### src/rtl/sd_fifo_bufhead_s.sv
// Producer-side head of the "S" FIFO. A 2-entry skid buffer feeds an external memory through a
// registered write port; the write pointer reaches the tail only after a wr_lat-stage commit delay.

module sd_fifo_bufhead_s #(
    parameter  int depth  = 16,
    parameter  int width  = 8,
    parameter  int wr_lat = 1,
    localparam int asz    = $clog2(depth)
) (
    input  logic             clk,
    input  logic             reset,
    input  logic             c_srdy,
    output logic             c_drdy,
    input  logic [width-1:0] c_data,
    output logic             wr_en,
    output logic [asz-1:0]   wr_addr,
    output logic [width-1:0] wr_data,
    output logic [asz:0]     wrptr_head,
    input  logic [asz:0]     rdptr_tail,
    output logic [asz:0]     c_usage
);

    logic [width-1:0] skid_q [2];
    logic             skid_hd_q;
    logic             skid_tl_q;
    logic [1:0]       count_q;
    logic [1:0]       count_d;
    logic             c_drdy_q;
    logic [asz:0]     wrptr_int_q;
    logic [asz:0]     wrptr_int_d;
    logic [asz:0]     pipe_q [wr_lat];
    logic             wr_en_q;
    logic [asz-1:0]   wr_addr_q;
    logic [width-1:0] wr_data_q;
    logic [asz:0]     c_usage_q;

    logic accept;
    logic mem_full;
    logic drain;

    always_comb begin
        // NOTE: every signal is assigned on every pass through this block, so no latch can be inferred.
        accept      = c_srdy & c_drdy_q;
        mem_full    = (wrptr_int_q[asz-1:0] == rdptr_tail[asz-1:0]) &
                      (wrptr_int_q[asz] != rdptr_tail[asz]);
        drain       = (count_q != 2'd0) & ~mem_full;
        wrptr_int_d = wrptr_int_q + {{asz{1'b0}}, drain};
        count_d     = count_q + {1'b0, accept} - {1'b0, drain};
    end

    // NOTE: skid storage has no reset; count and pointers alone decide which entries are valid.
    always_ff @(posedge clk) begin
        if (accept) begin
            skid_q[skid_tl_q] <= c_data;
        end
    end

    // Ready is registered from the next occupancy, so c_srdy never reaches c_drdy combinationally.
    always_ff @(posedge clk or posedge reset) begin
        // NOTE: state registers use non-blocking assignments so every flop samples pre-edge values.
        if (reset) begin
            skid_hd_q   <= 1'b0;
            skid_tl_q   <= 1'b0;
            count_q     <= 2'd0;
            c_drdy_q    <= 1'b0;
            wrptr_int_q <= '0;
            wr_en_q     <= 1'b0;
            wr_addr_q   <= '0;
            wr_data_q   <= '0;
            c_usage_q   <= '0;
        end else begin
            count_q     <= count_d;
            c_drdy_q    <= (count_d < 2'd2);
            wrptr_int_q <= wrptr_int_d;
            wr_en_q     <= drain;
            c_usage_q   <= wrptr_int_d - rdptr_tail;
            if (accept) begin
                skid_tl_q <= ~skid_tl_q;
            end
            if (drain) begin
                skid_hd_q <= ~skid_hd_q;
                wr_addr_q <= wrptr_int_q[asz-1:0];
                wr_data_q <= skid_q[skid_hd_q];
            end
        end
    end

    // Commit pipe: the tail sees a write pointer only wr_lat cycles after its write strobe.
    always_ff @(posedge clk or posedge reset) begin
        if (reset) begin
            for (int i = 0; i < wr_lat; i++) begin
                pipe_q[i] <= '0;
            end
        end else begin
            pipe_q[0] <= wrptr_int_q;
            for (int i = 1; i < wr_lat; i++) begin
                pipe_q[i] <= pipe_q[i-1];
            end
        end
    end

    assign c_drdy     = c_drdy_q;
    assign wr_en      = wr_en_q;
    assign wr_addr    = wr_addr_q;
    assign wr_data    = wr_data_q;
    assign wrptr_head = pipe_q[wr_lat-1];
    assign c_usage    = c_usage_q;

endmodule

### config.mk
export PLATFORM = sky130hd
export DESIGN_NAME = sd_fifo_bufhead_s
export DESIGN_NICKNAME = d
export VERILOG_FILES = /design/src/rtl/sd_fifo_bufhead_s.sv
export SDC_FILE = /design/constraint.sdc
export NUM_CORES = 1
export LEC_CHECK = 0
export CORE_MARGIN = 2
export CORE_UTILIZATION = 50
export DETAILED_ROUTE_END_ITERATION = 12
export HOLD_SLACK_MARGIN = 0.12
export PLACE_DENSITY_LB_ADDON = 0.15
export SLEW_MARGIN = 40
export SYNTH_ARGS = -nofsm -noshare
export SYNTH_HDL_FRONTEND = slang
export SYNTH_SLANG_ARGS = --single-unit
### constraint.sdc
create_clock -name clk -period 2.8 [get_ports clk]
set_input_delay 0.56 -clock clk [delete_from_list [all_inputs] [get_ports clk]]
set_output_delay 0.56 -clock clk [all_outputs]
set_load 0.01 [all_outputs]
==> impl_metrics.toml, run 1 <==
[worst_setup_path]
critical-path-slowest-cell = "clkdlybuf4s50_1"
cp_cell_sequence = "clkdlybuf4s50_1 -> xnor2_1 -> nor3_2 -> a31oi_4 -> ha_2 -> ha_4 -> xor2_1 -> ha_1 -> a21o_1 -> a21oi_1 -> xnor2_1"
criticalPathCategory = "in2reg"
ff2ff_path_depth = 11
crit_path_frequent_cell = "xnor2_1"
regToRegSetupSlack_ns = 0.35
timing.rr.start = "wrptr_int_q[2]"
worst_ep_arrival_time_ns = 2.87
cp-end-kind = "flop"
timing.rr.end = "c_usage[4]"
cp-start-kind = "primary input"
worstPathRequired_ns = 3.01
critPathMaxStageDelay_ns = 0.42
critical_path.max_fanout = 2

[final_layout]
layout.cells.non_filler = 219
final_common_cell = "clkdlybuf4s50_1"
post-route-util_pct = 68.6
fillers = 264
multi_input_area_um2 = 617
layout_common_cells = "clkdlybuf4s50_1 (39), dfrtp_1 (33), edfxtp_1 (16)"
ff_latch_area_um2 = 1310
layout.nets = 195
num_antenna_cells = 0
final_layout_size_suffix_gt1_share_pct = 22.8
syn_to_final_growth_pct = 29.2

[power_and_ir_drop]
power.static_leakage_uw = 0.00108
cell_area_power_density_nw_per_um2 = 1260
post-layout-total-power_uw = 3210
vdd_drop_max_v = 0.000634
switching_power_share_of_the_total_pct = 32.7
combPwrFrac_pct = 48.7
power.share.sequential_pct = 39.0
switching_power_uw = 1050
power_report.internal_total_uw = 2160
share_of_power_burned_in_the_clock_network_pct = 12.2

[timing]
grt_setup_unrepaired = "false"
layout_setup_ws_ns = 0.147
layout_min_cycle_time_ns = 2.65
setup-violations-final = 0
finalHoldViolations = 0
timing.clock.skew_ns = 0.00798
slew_at_the_pin_closest_to_its_max_slew_limit_ns = 0.683
min_period_over_period_pct = 94.8
slew_headroom_pct = 54.3
fmaxAchievable_mhz = 377
timing_max_transition_violations_final = 0

[clock_tree]
cts-buffers-inserted = 5
tritoncts_num_sinks = 49
clock_latency_ns = 0.29
clock-root-buffer = "clkbuf_8"
cts_hold_repair.buffers = 0
path_clk_slew_ns = 0.09
cts_tree = "done"
cts-htree-levels = 2
max-clock-path-buffers = 2

[synth]
synth_fp_nets = 145
yosysSeqAreaShare_pct = 66.2
synth.largest_area_cell = "dfrtp_1"
syn-cell-area_um2 = 1970
postSynthCellCount = 120
yosysWarningCount = 0
yosys_register_bits = 49
synth_top_cells_by_area = "dfrtp_1 (42%), edfxtp_1 (24%), mux2_2 (6.8%)"
area_share_of_the_leading_cell_type_in_the_synthesized_netlist_pct = 41.8
post_synth_num_cell_types = 19
syn_avg_cell_area_um2 = 16.5

[hold_path]
worstHoldPathType = "reg2reg"
worst_hold_end = "wrptr_head[4]"
min_from = "wrptr_int_q[4]"
hold_depth = 0

[run]
drv_cap = 0

[placement]
post-place-ws_ns = -0.247
place.gp.congestion = 0.781
dp_cells = 211
dp.final_hpwl_um = 2260
portBuffers = 39

[global_route]
vias_in_the_first_global_route = 1099
antenna_violations_before_repair = 0
grt_remaining_overflow = 0
largest_net_degree_at_the_start_of_global_routing = 34
grt_first_pass_wirelength_um = 5240
global_router_s_overall_resource_usage_pct = 16.5

[detailed_routing]
vias = 1050
ant_nets = 0
detail_route.wirelength_um = 3110
highest_signal_layer_in_the_routed_design = "met4"
route.detailed.wl_per_inst_um = 14.2
first_iter_violations = 22
via_per_inst = 4.79
drt_drc_violations_left = 0
met2_length_um = 1450
dr_wl_met3_um = 147
first_pass_iters = 4
wirelength_met1_um = 1490

[outcome]
outcome = "completed"

[floorplanning]
die_area_um2 = 4470
die_w_um = 66.8
chip_height_um = 66.8
pin_count = 40
fp-row-count = 22
core_area_um2 = 3720
floorplan.initialDensity_pct = 53.1
==> synth_stat cells <==
cell type / n
a21oi_1: 2
xor2_1: 4
nand3_1: 2
xnor2_1: 12
buf_1: 1
and3_1: 1
nand2_1: 1
nor3_2: 1
nor2_1: 2
inv_1: 12
mux2_2: 12
fa_1: 1
a31oi_4: 1
a21o_1: 2
ha_1: 8
edfxtp_1: 16
mux2_4: 8
dfrtp_1: 33
buf_12: 1
==> metal layers <==
metal | GRT usage, % | vias to the layer above
met5 | 0 | -
met4 | 4.59 | 0
met3 | 5.57 | 3
met2 | 24.9 | 25
met1 | 22.7 | 516
li1 | - | 506
==> power by group through the flow <==
stage,Clock (uW),Sequential [uW],Combinational [uW]
after global routing,438,1300,1730
after CTS,404,1250,1560
after detailed placement,0,1270,1550
after global placement,0,1250,1520
after floorplan,0,1290,913
final,393,1250,1560
==> registers in the layout, indices dropped and copies added (netlist names), 2 cells and up <==
signal       count
wrptr_int_q      5
count_q          2
wr_addr          4
wrptr_head       5
skid_q          16
c_usage          5
wr_data          8
==> worst max-delay path by stage <==
stage,cells after the start,slack (ns),to,from
after floorplan,12,0.11,c_usage[4],rdptr_tail[3]
after global placement,12,-0.21,c_usage[4],rdptr_tail[3]
after detailed placement,12,-0.25,c_usage[4],rdptr_tail[3]
after CTS,12,0.05,c_usage[4],rdptr_tail[3]
after global routing,11,0.02,c_usage[4],rdptr_tail[4]
final,11,0.15,c_usage[4],rdptr_tail[4]
==> logic make-up after synthesis <==
logic type	Yosys count	share of synthesized area [%]
DFF	49	66.2
muxes	20	12.9
xor gates and xnor gates	16	7.10
buffers and inverters	14	3.49
adders and majority gates	9	6.08
and+or+nand+nor	7	1.90
AOI/OAI and AO/OA	5	2.34
==> stage by stage <==
stage / hold WS, ns / setup TNS, ns / instance area [um2]
after floorplan: 0.411 / 0 / 1970
after global placement: 0.423 / -0.525 / 2450
after detailed placement: 0.436 / -0.655 / 2450
after CTS: 0.456 / 0 / 2530
after global routing: 0.472 / 0 / 2550
final: 0.454 / 0 / 2550
==> worst max-delay path: cells and delay by family <==
kind / cells / cell delay, ns
fa+ha+maj: 3 / 0.64
buf+inv: 1 / 0.42
xor+xnor: 3 / 0.63
compound gates: 3 / 0.52
simple gates: 1 / 0.10
==> timing repair <==
action                                 CTS  global route
setup endpoints to repair                0             2
buffers inserted                         0             0
endpoints found under the hold margin    0             0
resized for setup                        0             3
==> layout make-up <==
class                   count  area share (%)
clock buffers               5            2.70
well taps                  48            2.36
multi-input cells          57            24.2
repair buffers             45            17.1
flip-flops and latches     49            51.2
inverters                  12            1.77
clock inverters             3           0.687
No activity file was read; power rests on OpenSTA's default activity.
==> run 2: changes to the inputs <==
==> constraint.sdc (replaced) <==
create_clock -name clk -period 2.65 [get_ports clk]
set_input_delay 0.53 -clock clk [delete_from_list [all_inputs] [get_ports clk]]
set_output_delay 0.53 -clock clk [all_outputs]
set_load 0.01 [all_outputs]
==> run 2 against run 1 <==
  * First-iteration DRC count grew to 3.1 times the previous value
  * Register-to-register slack lost 0.09 ns
  * Core utilization up 2.8 points
  * Sequential share of layout area is 2.0 points lower
  * Clock power grew 36%
  * Critical endpoint unchanged
  * Clock skew down 0.0018 ns
  * Global-route usage grew 1.8 points
  * Worst setup slack got worse by 0.061 ns
  * Combinational power is 16% higher
  * Flip-flop and latch count is the same
  * Sequential power is 5% higher
==> impl_metrics.toml, run 2 (same netlist as run 1, synthesis figures left out) <==
[final_layout]
syn_to_final_growth_pct = 34.3
largest_reg_flops = 16
layout.nets = 198
num_antenna_cells = 0
largest_register = "skid_q"
fillers = 261
final_common_cell = "clkdlybuf4s50_1"
layout_common_cells = "clkdlybuf4s50_1 (37), dfrtp_1 (33), edfxtp_1 (16)"
post-route-util_pct = 71.4
final_layout_size_suffix_gt1_share_pct = 26.4
multi_input_area_um2 = 659
ff_latch_area_um2 = 1310

[timing]
min_period_over_period_pct = 96.8
slew_headroom_pct = 71.6
fmaxAchievable_mhz = 390
setup-violations-final = 0
layout_min_cycle_time_ns = 2.56
slew_at_the_pin_closest_to_its_max_slew_limit_ns = 0.426
timing.clock.skew_ns = 0.00623
finalHoldViolations = 0
totalNegativeSetupSlack_ns = 0
timing_max_transition_violations_final = 0
layout_setup_ws_ns = 0.0860
hold_ws_ns = 0.489

[clock_tree]
cts_hold_repair.buffers = 0
cts-buffers-inserted = 5
cts_tree = "done"
clock_latency_ns = 0.30
max-clock-path-buffers = 2
tritoncts_num_sinks = 49
path_clk_slew_ns = 0.09
clock-root-buffer = "clkbuf_8"
cts-htree-levels = 2

[placement]
portBuffers = 39
place.gp.congestion = 0.771
dp.final_hpwl_um = 2300
post-place-ws_ns = -0.432

[worst_setup_path]
critical_path.top_delay_family = "adder cells"
regToRegSetupSlack_ns = 0.26
critPathBufInv = 1
worst_ep_arrival_time_ns = 2.79
critical_path.max_fanout = 2
cp-end-kind = "flop"
cp-start-kind = "primary input"
critical-path-slowest-cell = "clkdlybuf4s50_1"
crit_path_frequent_cell = "ha_4"
criticalPathCategory = "in2reg"
cp_cell_sequence = "clkdlybuf4s50_1 -> xnor2_2 -> nor3_4 -> a31oi_4 -> ha_4 -> ha_4 -> xor2_2 -> ha_1 -> a21o_1 -> a21oi_2 -> xnor2_1"
critPathMaxStageDelay_ns = 0.44
worstPathRequired_ns = 2.88

[detailed_routing]
drt_drc_violations_left = 0
vias = 1079
detail_route.wirelength_um = 3370
via_per_inst = 4.86
route.detailed.wl_per_inst_um = 15.2
ant_nets = 0
first_pass_iters = 4
first_iter_violations = 69

[global_route]
grt_first_pass_wirelength_um = 5710
largest_net_degree_at_the_start_of_global_routing = 34
grt_remaining_overflow = 0
antenna_violations_before_repair = 0
vias_in_the_first_global_route = 1171
global_router_s_overall_resource_usage_pct = 18.2

[floorplanning]
floorplan.initialDensity_pct = 53.1
die_w_um = 66.8
fp-row-count = 22
core_area_um2 = 3720
die_area_um2 = 4470
chip_height_um = 66.8
pin_count = 40

[power_and_ir_drop]
share_of_power_burned_in_the_clock_network_pct = 14.6
power.static_leakage_uw = 0.00114
power_report.internal_total_uw = 2460
combPwrFrac_pct = 49.5
switching_power_share_of_the_total_pct = 32.6
cell_area_power_density_nw_per_um2 = 1380
switching_power_uw = 1190
vdd_drop_max_v = 0.000799
post-layout-total-power_uw = 3660
power.share.sequential_pct = 36.0

[hold_path]
worstHoldPathType = "reg2reg"

[outcome]
outcome = "completed"

[run]
drv_cap = 0
[run 2: cell count changes in the layout (fill, tap and decap cells not counted), moves of 2 or more]
cell / previous run / this run
xnor2_1: 12 / 10
dlymetal6s2s_1: 0 / 2
buf_4: 6 / 8
xnor2_2: 0 / 2
clkdlybuf4s50_1: 39 / 37
clkinv_2: 2 / 0
[run 2: what timing repair did]
item	CTS	global route
buffers inserted	0	1
resized for setup	5	7
pin swaps	3	8
gates cloned	0	0
endpoints found under the setup margin	2	3
[run 2: layout make-up]
class                      instances  share of cell area, %
sequential                        49                   49.2
multi-input combinational         57                   24.9
timing repair buffer              48                   17.6
clock inverter                     3                   1.75
clock buffer                       5                   2.59
tap                               48                   2.26
inverter                          12                   1.70
[run 2: through the flow]
step,instance area (um2),cells
6_report,2650,222
3_5_place_dp,2460,213
4_1_cts,2610,221
5_1_grt,2650,222
3_3_place_gp,2460,213
2_1_floorplan,1970,120
[run 2: routing by layer]
metal | vias up | global-route usage (%) | wire length, um
li1 | 509 | - | -
met1 | 531 | 23.1 | 1520
met2 | 33 | 28.7 | 1610
met3 | 6 | 6.42 | 186
met4 | 0 | 6.89 | 55
met5 | - | 0 | 0
[run 2: worst paths after layout]
kind / start / cells past startpoint / to
max in group asynchronous: reset / 3 / wr_data[4]
max: rdptr_tail[4] / 11 / c_usage[4]
min: wrptr_int_q[4] / 0 / wrptr_head[4]
min in group asynchronous: reset / 3 / wr_en
min reg2reg: wrptr_int_q[4] / 0 / wrptr_head[4]
max reg2reg: wrptr_int_q[3] / 10 / c_usage[4]
[run 2: power by group through the flow]
stage / sequential [uW] / combinational (uW) / clock, uW
after global routing: 1360 / 1990 / 585
after floorplan: 1370 / 965 / 0
final: 1310 / 1810 / 533
after detailed placement: 1320 / 1680 / 0
after global placement: 1310 / 1650 / 0
after CTS: 1320 / 1770 / 546
==> run 3: changes to the inputs <==
--- a/config.mk
+++ b/config.mk
@@ -5,8 +5,10 @@
 export SDC_FILE = /design/constraint.sdc
 export NUM_CORES = 1
 export LEC_CHECK = 0
+export ABC_AREA = 1
+export CAP_MARGIN = 20
 export CORE_MARGIN = 2
-export CORE_UTILIZATION = 50
+export CORE_UTILIZATION = 51
 export DETAILED_ROUTE_END_ITERATION = 12
 export HOLD_SLACK_MARGIN = 0.12
 export PLACE_DENSITY_LB_ADDON = 0.15
@@ -14,3 +16,4 @@
 export SYNTH_ARGS = -nofsm -noshare
 export SYNTH_HDL_FRONTEND = slang
 export SYNTH_SLANG_ARGS = --single-unit
+export TNS_END_PERCENT = 5
==> run 3 against run 2 <==
  * Critical path type unchanged
  * Sequential share of layout area shrank 0.39 points
  * Combinational power is 7% lower
  * Total power decreased by 6.3%
  * Die area increased by 2.7%
  * Design area rose by 0.80%
  * Sequential power barely moved
  * Largest cell class unchanged
  * Hold slack got worse by 0.0099 ns
  * Non-clock buffer count increased by 5
==> impl_metrics.toml, run 3 <==
[timing]
finalHoldViolations = 0
grt_setup_unrepaired = "false"
min_period_over_period_pct = 91.0
layout_min_cycle_time_ns = 2.41
timing.clock.skew_ns = 0.00459
slew_headroom_pct = 53.9
setup-violations-final = 0
timing_max_transition_violations_final = 0
layout_setup_ws_ns = 0.238
slew_at_the_pin_closest_to_its_max_slew_limit_ns = 0.689
hold_ws_ns = 0.479
fmaxAchievable_mhz = 415

[power_and_ir_drop]
combPwrFrac_pct = 49.3
power.static_leakage_uw = 0.00128
cell_area_power_density_nw_per_um2 = 1280
share_of_power_burned_in_the_clock_network_pct = 12.6
power.share.sequential_pct = 38.1
switching_power_uw = 1270
power_report.internal_total_uw = 2150
switching_power_share_of_the_total_pct = 37.2
vdd_drop_max_v = 0.000713

[run]
drv_cap = 0

[placement]
postPlaceCellArea_um2 = 2570
portBuffers = 39
post-place-ws_ns = -0.414
place.gp.congestion = 0.815
dp.final_hpwl_um = 2760

[synth]
synth_top_cells_by_count = "nand2_1 (65), dfrtp_1 (33), inv_1 (19)"
yosys_register_bits = 49
synth_enable_flop_cells = 16
synth-xor-area-share_pct = 4.59
synth.largest_area_cell = "dfrtp_1"
postSynthCellCount = 188
compound_gate_fraction_of_synth_area_pct = 1.09
area_share_of_the_leading_cell_type_in_the_synthesized_netlist_pct = 39.9
synth_simple_gate_area_share_pct = 18.5
post_synth_num_cell_types = 25
yosysWarningCount = 0
post_synthesis_mux_area_share_pct = 0
synth_fp_nets = 213
synth_top_cells_by_area = "dfrtp_1 (40%), edfxtp_1 (23%), nand2_1 (12%)"
syn_avg_cell_area_um2 = 11.0
synth_top_family_by_area = "simple AND/OR/NAND/NOR gates"
yosysMostFrequentCell = "nand2_1"
asyncSetResetFlopFracSynth_pct = 67.3
syn-cell-area_um2 = 2070
ys_dominant_reg_cell = "dfrtp_1"
yosysSeqAreaShare_pct = 63.1
synth-adder-area-share_pct = 5.80

[detailed_routing]
first_pass_iters = 4
via_per_inst = 4.75
route.detailed.wl_per_inst_um = 12.3
first_iter_violations = 40
drt_drc_violations_left = 0
ant_nets = 0
vias = 1396
detail_route.wirelength_um = 3630

[clock_tree]
path_clk_slew_ns = 0.08
clock-root-buffer = "clkbuf_8"
max-clock-path-buffers = 2
cts_tree = "done"
cts_hold_repair.buffers = 0
cts-buffers-inserted = 5
tritoncts_num_sinks = 49
cts-htree-levels = 2
clock_latency_ns = 0.30

[floorplanning]
pin_count = 40
floorplan.initialDensity_pct = 52.5
die_area_um2 = 4590
core_area_um2 = 3940
die_w_um = 67.7
chip_height_um = 67.7
fp-row-count = 23

[worst_setup_path]
critical-path-slowest-cell = "fa_2"
crit_path_frequent_cell = "nand2_1"
critical_path.max_fanout = 3
criticalPathCategory = "in2reg"
critPathMaxStageDelay_ns = 0.37
cp-end-kind = "flop"
worstPathRequired_ns = 2.85
cp_cell_sequence = "dlygate4sd2_1 -> inv_1 -> nand2_1 -> nand2_1 -> nor2_2 -> nand3_4 -> nand2_4 -> inv_1 -> ha_2 -> inv_1 -> ha_1 -> fa_2 -> o21bai_1 -> a21oi_1 -> nand2_1 -> nand2_1"
cp-start-kind = "primary input"
worst_ep_arrival_time_ns = 2.61

[final_layout]
final_common_cell = "nand2_1"
final_layout_size_suffix_gt1_share_pct = 14.8
largest_register = "skid_q"
largest_reg_flops = 16
multi_input_area_um2 = 639
num_antenna_cells = 0
ff_latch_area_um2 = 1310
syn_to_final_growth_pct = 29.1
post-route-util_pct = 67.8
layout_common_cells = "nand2_1 (64), clkdlybuf4s50_1 (34), dfrtp_1 (33)"
fillers = 293
design_area_um2 = 2670
layout.nets = 268

[outcome]
outcome = "completed"

[global_route]
largest_net_degree_at_the_start_of_global_routing = 34
vias_in_the_first_global_route = 1371
grt_first_pass_wirelength_um = 6270
grt_remaining_overflow = 0
antenna_violations_before_repair = 0
global_router_s_overall_resource_usage_pct = 19.2

[hold_path]
worstHoldPathType = "reg2reg"
## run 3: cell count changes after synthesis, sizes merged, moves of 2 or more
| cell | change |
|---|---|
| mux2 | -20 |
| nand2 | +67 |
| xor2 | +4 |
| inv | +9 |
| xnor2 | -10 |
| a21o | -2 |
| nor2 | +2 |
| nand3 | +14 |
| buf | +2 |
## run 3: stage by stage
| step | cells | setup TNS (ns) | power, uW |
|---|---|---|---|
| 2_1_floorplan | 188 | 0 | 2300 |
| 3_3_place_gp | 286 | -1.08 | 2930 |
| 3_5_place_dp | 286 | -1.55 | 3000 |
| 4_1_cts | 294 | 0 | 3480 |
| 5_1_grt | 294 | 0 | 3760 |
| 6_report | 294 | 0 | 3420 |
## run 3: layout make-up
class                           instances  share of cell area (%)
Timing Repair Buffer                   53                    18.4
Sequential cell                        49                    48.9
Clock buffer                            5                    2.57
Multi-Input combinational cell        112                    23.9
Tap cell                               50                    2.34
Inverter                               22                    3.09
Clock inverter                          3                   0.796
## run 3: cell families after synthesis
logic type / after synthesis
AND/OR/NAND/NOR: 89
flip-flops: 49
buffers and inverters: 27
XOR/XNOR: 10
adder cells (fa/ha/maj): 9
AO/OA/AOI/OAI: 4
## run 3: metal layers
| layer | share of wire (%) | vias up | track usage, % |
|---|---|---|---|
| li1 | - | 698 | - |
| met1 | 44 | 661 | 23.1 |
| met2 | 50 | 30 | 32.6 |
| met3 | 4.7 | 7 | 5.17 |
| met4 | 1.9 | 0 | 7.65 |
| met5 | 0 | - | 0 |
## run 3: worst max-delay path, delay by kind of cell
kind | cells | cell delay [ns]
adder cells (fa/ha/maj) | 3 | 0.90
AO/OA/AOI/OAI | 2 | 0.24
AND/OR/NAND/NOR | 7 | 0.56
buffers and inverters | 4 | 0.39
## run 3: power groups by stage
| stage | Combinational, uW | Sequential, uW | Clock (uW) |
|---|---|---|---|
| floorplan | 942 | 1360 | 0 |
| CTS | 1720 | 1310 | 453 |
| global route | 1940 | 1340 | 485 |
| global placement | 1620 | 1300 | 0 |
| finish | 1690 | 1300 | 431 |
| detailed placement | 1680 | 1320 | 0 |
## run 3: what timing repair did
item	CTS	global route
setup endpoints to repair	3	2
gates cloned	0	0
pin swaps	5	2
setup buffers	0	0
gates resized for setup	10	1
## run 3: worst paths after layout
kind / slack (ns) / from / endpoint / depth (start not counted)
setup / recovery: 0.24 / rdptr_tail[1] / c_usage[4] / 16
hold / removal: 0.48 / wr_data[5] / wr_data[5] / 2
setup reg to reg: 0.25 / wrptr_int_q[2] / c_usage[4] / 14
hold reg to reg: 0.48 / wr_data[5] / wr_data[5] / 2
max in group asynchronous: 1.75 / reset / wrptr_head[0] / 3
min in group asynchronous: 0.62 / reset / wr_data[3] / 3
